--- config.mk ---
export PLATFORM = sky130hd
export DESIGN_NAME = mac_dot_seq
export DESIGN_NICKNAME = d
export VERILOG_FILES = /design/src/rtl/mac_seq_pkg.sv /design/src/rtl/mac_dot_seq_mac_4bit.sv /design/src/rtl/mac_dot_seq.sv
export SDC_FILE = /design/constraint.sdc
export NUM_CORES = 1
export LEC_CHECK = 0
export ABC_AREA = 1
export ABC_CLOCK_PERIOD_IN_PS = 2410
export CAP_MARGIN = 20
export CORE_MARGIN = 5
export CORE_UTILIZATION = 40
export CTS_CLUSTER_DIAMETER = 40
export DETAILED_ROUTE_END_ITERATION = 16
export GPL_ROUTABILITY_DRIVEN = 0
export MAX_ROUTING_LAYER = met4
export PLACE_DENSITY_LB_ADDON = 0.3
export SETUP_SLACK_MARGIN = 0.1
export SYNTH_ARGS = -nofsm -noshare
export SYNTH_HDL_FRONTEND = slang
export SYNTH_SLANG_ARGS = --single-unit
--- constraint.sdc ---
create_clock -name clk -period 2.41 [get_ports clk]
set_input_delay 0.3615 -clock clk [delete_from_list [all_inputs] [get_ports clk]]
set_output_delay 0.3615 -clock clk [all_outputs]
set_load 0.02 [all_outputs]
--- src/rtl/mac_seq_pkg.sv ---
// Shared definitions for the dot-product sequencer.
// Contents:
//   state_e  - sequencer FSM states (IDLE, ACC, DONE)
//   OP_W     - operand width (4-bit unsigned multiplicand/multiplier)
//   ACC_W    - accumulator width (12-bit unsigned)
//   ACC_MAX  - accumulator ceiling, used as the saturation value
package mac_seq_pkg;

    localparam int OP_W  = 4;
    localparam int ACC_W = 12;

    localparam logic [ACC_W-1:0] ACC_MAX = 12'hFFF;

    typedef enum logic [1:0] {
        IDLE = 2'd0,
        ACC  = 2'd1,
        DONE = 2'd2
    } state_e;

endpackage

--- src/rtl/mac_dot_seq_mac_4bit.sv ---
// mac_4bit: combinational 4x4 multiply plus 12-bit accumulate.
// Ports:
//   a, b    in   OP_W   unsigned operands
//   c       in   ACC_W  addend (running accumulator, or 0 at vector start)
//   result  out  ACC_W  (a*b + c) modulo 2**ACC_W
//   cout    out  1      carry out of the 12-bit addition
module mac_4bit
    import mac_seq_pkg::*;
(
    input  logic [OP_W-1:0]  a,
    input  logic [OP_W-1:0]  b,
    input  logic [ACC_W-1:0] c,
    output logic [ACC_W-1:0] result,
    output logic             cout
);

    logic [2*OP_W-1:0] prod_s;
    logic [ACC_W:0]    sum_s;

    // Product is 8 bits wide; zero-extend it and add with one spare bit for the carry.
    always_comb begin
        prod_s = a * b;
        sum_s  = {{(ACC_W + 1 - 2 * OP_W){1'b0}}, prod_s} + {1'b0, c};
    end

    assign result = sum_s[ACC_W-1:0];
    assign cout   = sum_s[ACC_W];

endmodule

--- src/rtl/mac_dot_seq.sv ---
// mac_dot_seq: sequences mac_4bit over a valid/ready stream of operand pairs
// and emits one 12-bit dot product per vector on a valid/ready result port.
// Build option: define SATURATE_EN to clamp the accumulator at 12'hFFF on the
// first carry-out of a vector; otherwise the sum wraps modulo 4096.
// Parameters:
//   MAX_LEN  maximum beats per vector; reaching it closes the vector (1..256)
//   CNT_W    width of the beat counter and res_len
// Ports:
//   clk, rst_n            clock, asynchronous active-low reset
//   in_valid/in_ready     operand handshake (in_ready depends on state only)
//   in_a, in_b, in_last   operands and end-of-vector marker
//   res_valid/res_ready   result handshake
//   res_data, res_len     dot product and number of beats accumulated
//   res_ovf               a carry-out occurred somewhere in this vector
module mac_dot_seq
    import mac_seq_pkg::*;
#(
    parameter int MAX_LEN = 16,
    parameter int CNT_W   = 8
) (
    input  logic             clk,
    input  logic             rst_n,
    input  logic             in_valid,
    output logic             in_ready,
    input  logic [OP_W-1:0]  in_a,
    input  logic [OP_W-1:0]  in_b,
    input  logic             in_last,
    output logic             res_valid,
    input  logic             res_ready,
    output logic [ACC_W-1:0] res_data,
    output logic [CNT_W-1:0] res_len,
    output logic             res_ovf
);

    localparam logic [1:0] ST_IDLE = 2'(IDLE);
    localparam logic [1:0] ST_ACC  = 2'(ACC);
    localparam logic [1:0] ST_DONE = 2'(DONE);

    // Counter is compared one bit wider so MAX_LEN == 2**CNT_W is reachable.
    localparam logic [CNT_W:0] MAX_LEN_C = (CNT_W + 1)'(MAX_LEN);

    logic [1:0]       state_r,  state_s;
    logic [ACC_W-1:0] acc_r,    acc_s;
    logic [CNT_W-1:0] cnt_r,    cnt_s;
    logic             ovf_r,    ovf_s;
    logic             in_ready_r;
    logic             res_valid_r;

    logic [ACC_W-1:0] mac_c_s;
    logic [ACC_W-1:0] mac_res_s;
    logic             mac_cout_s;
    logic [CNT_W:0]   cnt_inc_s;
    logic             max_hit_s;
    logic             accept_s;

    mac_4bit u_mac (
        .a      (in_a),
        .b      (in_b),
        .c      (mac_c_s),
        .result (mac_res_s),
        .cout   (mac_cout_s)
    );

    // Next-state, accumulator, counter and overflow logic.
    always_comb begin
        state_s   = state_r;
        acc_s     = acc_r;
        cnt_s     = cnt_r;
        ovf_s     = ovf_r;
        accept_s  = in_valid & in_ready_r;
        cnt_inc_s = {1'b0, cnt_r} + {{CNT_W{1'b0}}, 1'b1};
        max_hit_s = (cnt_inc_s == MAX_LEN_C);
        // The first beat of a vector starts from zero instead of the stale accumulator.
        if (state_r == ST_ACC) begin
            mac_c_s = acc_r;
        end else begin
            mac_c_s = {ACC_W{1'b0}};
        end

        case (state_r)
            ST_IDLE: begin
                if (accept_s) begin
                    acc_s = mac_res_s;
                    cnt_s = {{(CNT_W - 1){1'b0}}, 1'b1};
                    ovf_s = 1'b0;
                    if (in_last || (MAX_LEN == 1)) begin
                        state_s = ST_DONE;
                    end else begin
                        state_s = ST_ACC;
                    end
                end else begin
                    state_s = ST_IDLE;
                end
            end
            ST_ACC: begin
                if (accept_s) begin
                    cnt_s = cnt_inc_s[CNT_W-1:0];
                    ovf_s = ovf_r | mac_cout_s;
`ifdef SATURATE_EN
                    // Once a carry has been seen the result is pinned at the ceiling.
                    if (ovf_r || mac_cout_s) begin
                        acc_s = ACC_MAX;
                    end else begin
                        acc_s = mac_res_s;
                    end
`else
                    acc_s = mac_res_s;
`endif
                    if (in_last || max_hit_s) begin
                        state_s = ST_DONE;
                    end else begin
                        state_s = ST_ACC;
                    end
                end else begin
                    state_s = ST_ACC;
                end
            end
            ST_DONE: begin
                if (res_valid_r && res_ready) begin
                    state_s = ST_IDLE;
                end else begin
                    state_s = ST_DONE;
                end
            end
            default: begin
                state_s = ST_IDLE;
            end
        endcase
    end

    // State registers; handshake flags are registered from the next state so
    // in_ready never sees a combinational path from res_ready.
    always_ff @(posedge clk or negedge rst_n) begin
        if (!rst_n) begin
            state_r     <= ST_IDLE;
            acc_r       <= {ACC_W{1'b0}};
            cnt_r       <= {CNT_W{1'b0}};
            ovf_r       <= 1'b0;
            in_ready_r  <= 1'b0;
            res_valid_r <= 1'b0;
        end else begin
            state_r     <= state_s;
            acc_r       <= acc_s;
            cnt_r       <= cnt_s;
            ovf_r       <= ovf_s;
            in_ready_r  <= (state_s != ST_DONE);
            res_valid_r <= (state_s == ST_DONE);
        end
    end

    assign in_ready  = in_ready_r;
    assign res_valid = res_valid_r;
    assign res_data  = acc_r;
    assign res_len   = cnt_r;
    assign res_ovf   = ovf_r;

endmodule

==> results.yml <==
run_status:
  status: "complete, but fails checks"
  violations: "setup timing"
placement:
  placed_area_um2: 2710
  io_buffers: 35
  dp_hpwl_um: 3660
  dp_cells: 396
  dp_slack_ns: -1.28
cells_and_area:
  fin_nets: 383
  fin_area_um2: 2940
  diodes: 0
  fillers: 433
  area_growth_pct: 45.4
  drive_gt1_share_pct: 27.9
  regArea_um2: 626
  multi_input_area_um2: 1330
  finalNonFillerCells: 408
worst_setup_path:
  path_max_fanout: 4
  start_kind: "input port"
  crit_chain: "buf_8 > nand2_8 > fa_1 > fa_2 > fa_1 > inv_2 > ha_4 > nand3_2 > nand2_2 > nand2_1 > nand2_1 > nand2_2 > nand2_2 > nand2_2 > xnor2_2"
  critPathMaxStageDelay_ns: 0.56
  cp_top_family: "adder cells"
  crit_top_cell: "nand2_2"
  required_ns: 2.56
  crit_buf_inv: 2
  slowest_stage: "fa_1"
  path_class: "in -> reg"
  worstPathArrival_ns: 3.00
  endpoint_kind: "flop"
routing:
  wl_um: 4880
  dr.pass1.iters: 4
  wl_per_cell_um: 12.0
  drt_iter0_markers: 50
  drcViolationCount: 0
  ant_nets: 0
  viasPerCell: 4.65
  vias: 1899
synth:
  ys_types: 28
  synthTopCellsByArea: "dfrtp_1 31%, nand2_1 15%, ha_1 12%"
  syn-instance-count: 268
  synth_edf_count: 0
  synth_top_area_cell: "dfrtp_1"
  synthFlopType: "dfrtp_1"
  synth_top_area_share_pct: 31.0
  yosysWarnings: 0
  syn_nets: 309
  syn_avg_cell_area_um2: 7.54
  syn_area_um2: 2020
  synthArstFlopShare_pct: 100
  ys_seq_area_share_pct: 31.0
  synth-seq-cells: 25
  synth_common_cells: "80 x nand2_1, 50 x inv_1, 25 x dfrtp_1"
  yosysMostFrequentCell: "nand2_1"
timing:
  slew_violations: 0
  finalCriticalPeriod_ns: 2.85
  fmax_ghz: 0.351
  fin_ws_ns: -0.440
  tightest_slew_ns: 0.339
  slew_headroom_pct: 77.4
  setup_viol: 10
  hold_violations: 0
  skew_ns: 0.0100
  rsz0062_at_grt: "true"
  tns_ns: -3.52
  fin_crit_sh_pct: 118
floorplanning:
  die_h_um: 81.1
  core_um2: 4820
  io_pins: 36
  dieArea_um2: 6570
  fp.dieW_um: 81.1
  initial_core_util_pct: 41.9
  std_cell_rows: 25
global_route:
  grt_overflow: 0
  grt_pass1_vias: 1918
  grt_pass1_wl_um: 8450
  grt_use_total_pct: 16.6
  grt_start_max_net_pins: 26
  antenna_found_initial: 0
power_and_ir_drop:
  p_per_area_nw_per_um2: 777
  p_leak_nw: 1.51
  vdd_drop_max_v: 0.000489
  power_mw: 2.28
clock_tree:
  clkTransAtPathRegs_ns: 0.10
  cts_tree: "yes"
  clock-sinks: 25
  clk_latency_ns: 0.28
  cts_root_buf: "clkbuf_8"
  htreeDepth: 1
  cts_made_buffers: 3
  clockBufferDepth: 2
min_path:
  min_path_type: "in -> async"
run:
  drv_cap: 0
==> state kept, by name, summed over array words and instances, names as in the netlist <==
| register | cells |
|---|---|
| res_data | 12 |
| state_r | 2 |
| res_len | 8 |
| res_ovf | 1 |
| in_ready | 1 |
| res_valid | 1 |
==> per-layer routing <==
layer | GRT usage, % | part of all wire [%] | wire length (um)
met5 | - | 0 | 0
met1 | 20.8 | 45 | 2220
met3 | 2.33 | 3.5 | 170
met4 | 3.04 | 0.94 | 46
met2 | 28.7 | 50 | 2450
==> path summary, 6_finish.rpt <==
path	slack, ns	to	from	depth (start not counted)
max	-0.44	res_data[10]	in_b[1]	15
min	0.45	res_data[6]	rst_n	2
max reg2reg	-0.17	res_data[10]	state_r[1]	14
min reg2reg	0.50	res_ovf	res_ovf	2
max in group asynchronous	1.71	res_valid	rst_n	2
min in group clk	0.50	res_ovf	res_ovf	2
==> power breakdown <==
| group | internal (mW) | switching [mW] | leakage [nW] |
|---|---|---|---|
| logic | 0.674 | 0.726 | 1.16 |
| clock network | 0.119 | 0.141 | 0.0228 |
| registers | 0.530 | 0.0911 | 0.329 |
| total | 1.32 | 0.958 | 1.51 |
==> repair_timing <==
| item | CTS | global route |
|---|---|---|
| resized for setup | 57 | 15 |
| pin swaps | 27 | 21 |
| hold buffers | 0 | 0 |
| setup buffers | 7 | 1 |
| hold endpoints to repair | 0 | 0 |
| cloned | 0 | 0 |
| endpoints found under the setup margin | 11 | 11 |
==> through the flow <==
stage / hold WS, ns / util [%]
2_1_floorplan: 0.0659 / -
3_3_place_gp: 0.469 / 56.2
3_5_place_dp: 0.477 / 56.2
4_1_cts: 0.460 / 60.1
5_1_grt: 0.490 / 61.0
6_report: 0.445 / 61.0
==> layout by cell type, fill, tap and decap left out, drive strengths merged, types with 9 or more instances in the layout <==
cell / n
o21ai: 14
inv: 55
nand3: 13
buf: 42
nand2: 82
dfrtp: 25
clkdlybuf4s50: 28
nor2: 25
ha: 19
fa: 9
==> area by class of cell <==
cell class | count | share of cell area, %
clock buffers | 4 | 1.53
inverters | 55 | 7.03
multi-input cells | 186 | 45.4
flip-flops and latches | 25 | 21.3
well taps | 67 | 2.85
repair buffers | 71 | 21.9
==> kinds of logic (layout without fill, tap and decap cells) <==
kind of cell | after synthesis | after routing | synth area share, %
AO/OA/AOI/OAI | 29 | 29 | 8.30
XOR/XNOR | 7 | 7 | 3.03
flip-flops | 25 | 25 | 31.0
adder cells (fa/ha/maj) | 28 | 28 | 20.7
AND/OR/NAND/NOR | 122 | 122 | 26.4
buffers and inverters | 57 | 130 | 10.6
Note: power is estimated with default switching activity, not from simulation.
